[src/rtl/counter_capture.sv]
// Shared up/down ramp counter with per-channel first-edge capture for a
// single-slope ADC column readout. Handshake is start/busy/done.
module counter_capture #(
   parameter int WIDTH    = 8,
   parameter int NCH      = 4,
   parameter int SATURATE = 1
) (
   input  logic                 clk,
   input  logic                 rst,
   input  logic                 start,
   input  logic                 dir,
   input  logic [WIDTH-1:0]     setval,
   input  logic [WIDTH-1:0]     limit,
   input  logic [NCH-1:0]       cmp,
   output logic [WIDTH-1:0]     count,
   output logic [NCH*WIDTH-1:0] capt,
   output logic [NCH-1:0]       capt_vld,
   output logic                 busy,
   output logic                 done,
   output logic                 overflow,
   output logic [1:0]           dbg_state
);

   // Handshake: start is a one-cycle request taken only in IDLE; busy is
   // high for every RUN cycle; done pulses for exactly one cycle afterwards.
   typedef enum logic [1:0] {
      S_IDLE = 2'd0,
      S_RUN  = 2'd1,
      S_DONE = 2'd2
   } state_t;

   localparam logic [WIDTH-1:0] ALL_ONES = '1;
   localparam logic [WIDTH-1:0] ZERO     = '0;
   localparam logic [WIDTH-1:0] ONE      = {{(WIDTH-1){1'b0}}, 1'b1};

   state_t                 state_q, state_d;
   logic [WIDTH-1:0]       count_q, count_d;
   logic [WIDTH-1:0]       limit_q, limit_d;
   logic                   dir_q, dir_d;
   logic [NCH*WIDTH-1:0]   capt_q, capt_d;
   logic [NCH-1:0]         vld_q, vld_d;
   logic [NCH-1:0]         hist_q, hist_d;
   logic [NCH-1:0]         trip;
   logic                   ovf_q, ovf_d;
   logic                   busy_q, busy_d;
   logic                   done_q, done_d;

   always_comb begin
      state_d = state_q;
      count_d = count_q;
      limit_d = limit_q;
      dir_d   = dir_q;
      capt_d  = capt_q;
      vld_d   = vld_q;
      ovf_d   = ovf_q;
      hist_d  = cmp;
      trip    = '0;

      if (state_q == S_RUN) begin
         trip = cmp & ~hist_q & ~vld_q;
      end
      for (int i = 0; i < NCH; i++) begin
         if (trip[i]) begin
            capt_d[i*WIDTH +: WIDTH] = count_q;
         end
      end

      case (state_q)
         S_IDLE: begin
            if (start) begin
               count_d = setval;
               dir_d   = dir;
               limit_d = limit;
               vld_d   = '0;
               ovf_d   = 1'b0;
               state_d = S_RUN;
            end
         end
         S_RUN: begin
            vld_d = vld_q | trip;
            // The terminating cycle takes its captures but does not step.
            if ((count_q == limit_q) || (&vld_d)) begin
               state_d = S_DONE;
            end else if (!dir_q) begin
               if (count_q == ALL_ONES) begin
                  ovf_d   = 1'b1;
                  count_d = (SATURATE != 0) ? ALL_ONES : ZERO;
               end else begin
                  count_d = count_q + ONE;
               end
            end else begin
               if (count_q == ZERO) begin
                  ovf_d   = 1'b1;
                  count_d = (SATURATE != 0) ? ZERO : ALL_ONES;
               end else begin
                  count_d = count_q - ONE;
               end
            end
         end
         S_DONE: begin
            state_d = S_IDLE;
         end
         default: begin
            state_d = S_IDLE;
         end
      endcase

      busy_d = (state_d == S_RUN);
      done_d = (state_d == S_DONE);
   end

   always_ff @(posedge clk) begin
      if (rst) begin
         state_q <= S_IDLE;
         count_q <= '0;
         limit_q <= '0;
         dir_q   <= 1'b0;
         capt_q  <= '0;
         vld_q   <= '0;
         hist_q  <= '0;
         ovf_q   <= 1'b0;
         busy_q  <= 1'b0;
         done_q  <= 1'b0;
      end else begin
         state_q <= state_d;
         count_q <= count_d;
         limit_q <= limit_d;
         dir_q   <= dir_d;
         capt_q  <= capt_d;
         vld_q   <= vld_d;
         hist_q  <= hist_d;
         ovf_q   <= ovf_d;
         busy_q  <= busy_d;
         done_q  <= done_d;
      end
   end

   assign count     = count_q;
   assign capt      = capt_q;
   assign capt_vld  = vld_q;
   assign busy      = busy_q;
   assign done      = done_q;
   assign overflow  = ovf_q;
   assign dbg_state = state_q;

endmodule

[config.mk]
export PLATFORM = sky130hd
export DESIGN_NAME = counter_capture
export DESIGN_NICKNAME = d
export VERILOG_FILES = /design/src/rtl/counter_capture.sv
export SDC_FILE = /design/constraint.sdc
export NUM_CORES = 1
export LEC_CHECK = 0
export ABC_CLOCK_PERIOD_IN_PS = 3100
export CORE_UTILIZATION = 30
export CTS_CLUSTER_SIZE = 10
export DETAILED_ROUTE_END_ITERATION = 10
export GPL_TIMING_DRIVEN = 0
export PLACE_DENSITY = 0.62
export SKIP_CTS_REPAIR_TIMING = 1
export SLEW_MARGIN = 25
export SYNTH_ARGS = -nofsm -noshare
export SYNTH_HDL_FRONTEND = slang
export SYNTH_SLANG_ARGS = --single-unit
[constraint.sdc]
create_clock -name clk -period 3.1 [get_ports clk]
set_input_delay 0.31 -clock clk [delete_from_list [all_inputs] [get_ports clk]]
set_output_delay 0.31 -clock clk [all_outputs]
set_load 0.1 [all_outputs]
==> results.py <==
metrics = {
    "logic_synthesis": {
        "synth_warnings": 0,
        "async_flop_share_pct": 0,
        "synth_top_area_share_pct": 42.6,
        "yosysSeqAreaShare_pct": 42.6,
        "ys_seq_elements": 62,
        "synth_edf_count": 0,
        "synth_top_area_cell": "dfxtp_1",
        "synth_cell_types": 49,
        "yosysMostFrequentCell": "dfxtp_1",
        "synth_ff_type": "dfxtp_1",
        "synth_fp_nets": 355,
        "synthCells": 328,
        "synth.area.top_cells": "dfxtp_1 (43%), mux2i_1 (12%), nor2_1 (5.5%), nand2_1 (3.6%), a21oi_1 (3.1%)",
        "synth_area_mm2": 0.00291,
        "synthTopCellsByCount": "dfxtp_1 (62), nor2_1 (43), mux2i_1 (34)",
        "syn_avg_cell_area_um2": 8.88,
    },
    "global_route": {
        "grt_pass1_wl_um": 13900,
        "grtUsageTotal_pct": 18.3,
        "overflow": 0,
        "antenna_found_initial": 0,
        "grt_pass1_vias": 2672,
        "grt_max_degree": 13,
    },
    "place": {
        "postPlaceCellArea_mm2": 0.00379,
        "post-dp-hpwl_um": 6120,
        "place_congestion": 0.863,
        "io_buffers": 72,
    },
    "job": {
        "drv_cap": 0,
    },
    "routing": {
        "wl_per_cell_um": 16.0,
        "ant_nets": 0,
        "vias": 2705,
        "wl_um": 8720,
        "vias_per_cell": 4.96,
        "drc": 0,
        "drtIter0Drc": 161,
        "firstDrtPassIters": 4,
    },
    "sta": {
        "tns_ns": 0,
        "finalClockSkew_ns": 0.00990,
        "finalMaxSlewViolations": 0,
        "fmax_mhz": 391,
        "fin_crit_ns": 2.56,
        "hold_violations": 0,
        "rsz0062_at_grt": "no",
        "worst_pin_slew_ns": 1.02,
        "hold-worst-slack_ns": 0.474,
        "setup_viol": 0,
        "min_period_over_period_pct": 82.5,
        "worst_slew_margin_rel_pct": 32.1,
    },
    "floorplan": {
        "start_util_pct": 31.2,
        "die_h_um": 101,
        "num_rows": 35,
        "coreArea_mm2": 0.00933,
        "die_x_um": 101,
        "ioPinCount": 73,
        "die_area_mm2": 0.0101,
    },
    "status": {
        "status": "finished, final reports clean",
    },
    "critical_path": {
        "end_kind": "register",
        "crit_type": "reg2reg",
        "path_max_fanout": 10,
        "cp.required_ns": 3.34,
        "cp_data_arrival_time_ns": 2.79,
        "start_kind": "register",
    },
    "cells_and_area": {
        "diodes": 0,
        "layout.nets": 438,
        "utilization_pct": 43.0,
        "drive_gt1_share_pct": 7.45,
        "multi_input_area_mm2": 0.00153,
        "area_delta_synth_final_pct": 37.9,
        "finish.instance_area_mm2": 0.00402,
        "fill_cells": 935,
        "ff_latch_area_mm2": 0.00124,
    },
    "power": {
        "swShare_pct": 38.0,
        "vdd_drop_max_mv": 0.323,
        "p_int_mw": 1.56,
        "power.density_mw_per_mm2": 625,
        "clkPwrFrac_pct": 31.9,
        "power.share.combinational_pct": 32.5,
        "power.leakage_nw": 1.45,
        "p_sw_mw": 0.953,
        "p_seq_share_pct": 35.6,
    },
    "clocking": {
        "cts.sinks": 62,
        "cts_max_level": 3,
        "clkLatencyLatePin_ns": 0.35,
        "clockBufferDepth": 2,
        "cts_tree": "built",
        "clkTransAtPathRegs_ns": 0.07,
        "numCtsBuffers": 9,
        "root_buffer": "clkbuf_8",
    },
    "worst_hold_path": {
        "hp-class": "reg2reg",
    },
}
-- worst paths after layout --
path                             endpoint  depth (start not counted)                     from  slack (ns)
setup / recovery    count[2]$_SDFFE_PP0P_                          8    count[0]$_SDFFE_PP0P_        0.54
setup reg to reg    count[2]$_SDFFE_PP0P_                          8    count[0]$_SDFFE_PP0P_        0.54
hold reg to reg   limit_q[5]$_SDFFE_PP0P_                          2  limit_q[5]$_SDFFE_PP0P_        0.47
hold / removal    limit_q[5]$_SDFFE_PP0P_                          2  limit_q[5]$_SDFFE_PP0P_        0.47
-- worst max-delay path, cell delays in order, from the launching register on --
cell,delay [ns]
dfxtp_1,0.43
clkbuf_1,0.33
inv_2,0.19
ha_1,0.20
or4b_4,0.51
o21ai_2,0.23
o221ai_1,0.15
a21o_1,0.20
o221a_1,0.21
-- cell type report --
| type | count | share of cell area [%] |
|---|---|---|
| plain buffers | 28 | 3.05 |
| clock buffers | 10 | 3.18 |
| clock inverters | 6 | 2.34 |
| inverters | 5 | 0.467 |
| multi-input cells | 233 | 38.1 |
| flip-flops and latches | 62 | 30.9 |
| well taps | 129 | 4.02 |
| repair buffers | 72 | 17.9 |
-- cells in the final DEF (no fill, tap or decap), types with 6 or more instances in the layout --
cell type | synthesis | layout
clkbuf_1 | 19 | 20
nor2b_1 | 9 | 9
buf_2 | 8 | 8
mux2i_1 | 34 | 34
dfxtp_1 | 62 | 62
clkdlybuf4s50_1 | 0 | 72
nor2_1 | 43 | 43
and3_1 | 6 | 6
a21oi_1 | 18 | 18
xnor2_1 | 9 | 9
nand2_1 | 28 | 28
clkbuf_8 | 0 | 9
nor3_1 | 6 | 6
-- per-layer routing --
metal  up-vias  part of all wire, %  GRT usage [%]
met5         -                    0              0
met3        10                  9.6           7.63
met4         0                 0.99           4.79
met2       112                   45           28.2
met1      1263                   44           23.5
li1       1320                    -              -
-- power by group through the flow --
| stage | clock network (mW) | registers (mW) | logic, mW |
|---|---|---|---|
| 2_1_floorplan | 0 | 1.16 | 0.341 |
| 3_3_place_gp | 0 | 0.911 | 0.810 |
| 3_5_place_dp | 0 | 0.911 | 0.809 |
| 4_1_cts | 0.813 | 0.894 | 0.814 |
| 5_1_grt | 0.849 | 0.899 | 0.866 |
| 6_report | 0.800 | 0.893 | 0.815 |
-- flip-flops by register name, summed over array words and instances (netlist names) --
register and count:
dir_q 1, busy 1, capt 32, capt_vld 4, overflow 1, done 1
dbg_state 2, hist_q 4, count 8, limit_q 8
-- per-stage QoR --
step | power (mW) | setup WS (ns) | std cells
floorplan | 1.50 | 0.492 | 328
global placement | 1.72 | 0.598 | 529
detailed placement | 1.72 | 0.600 | 529
CTS | 2.52 | 0.563 | 545
global route | 2.61 | 0.467 | 545
finish | 2.51 | 0.542 | 545
-- cell families (layout without fill, tap and decap cells) --
logic type	after synthesis	count (layout)	synth area share (%)
AO/OA/AOI/OAI	60	60	14.4
XOR/XNOR	9	9	2.71
adder cells (fa/ha/maj)	3	3	1.29
buffers and inverters	33	121	4.86
flip-flops	62	62	42.6
multiplexers	34	34	11.7
AND/OR/NAND/NOR	127	127	22.5
Note: power is estimated with default switching activity, not from simulation.
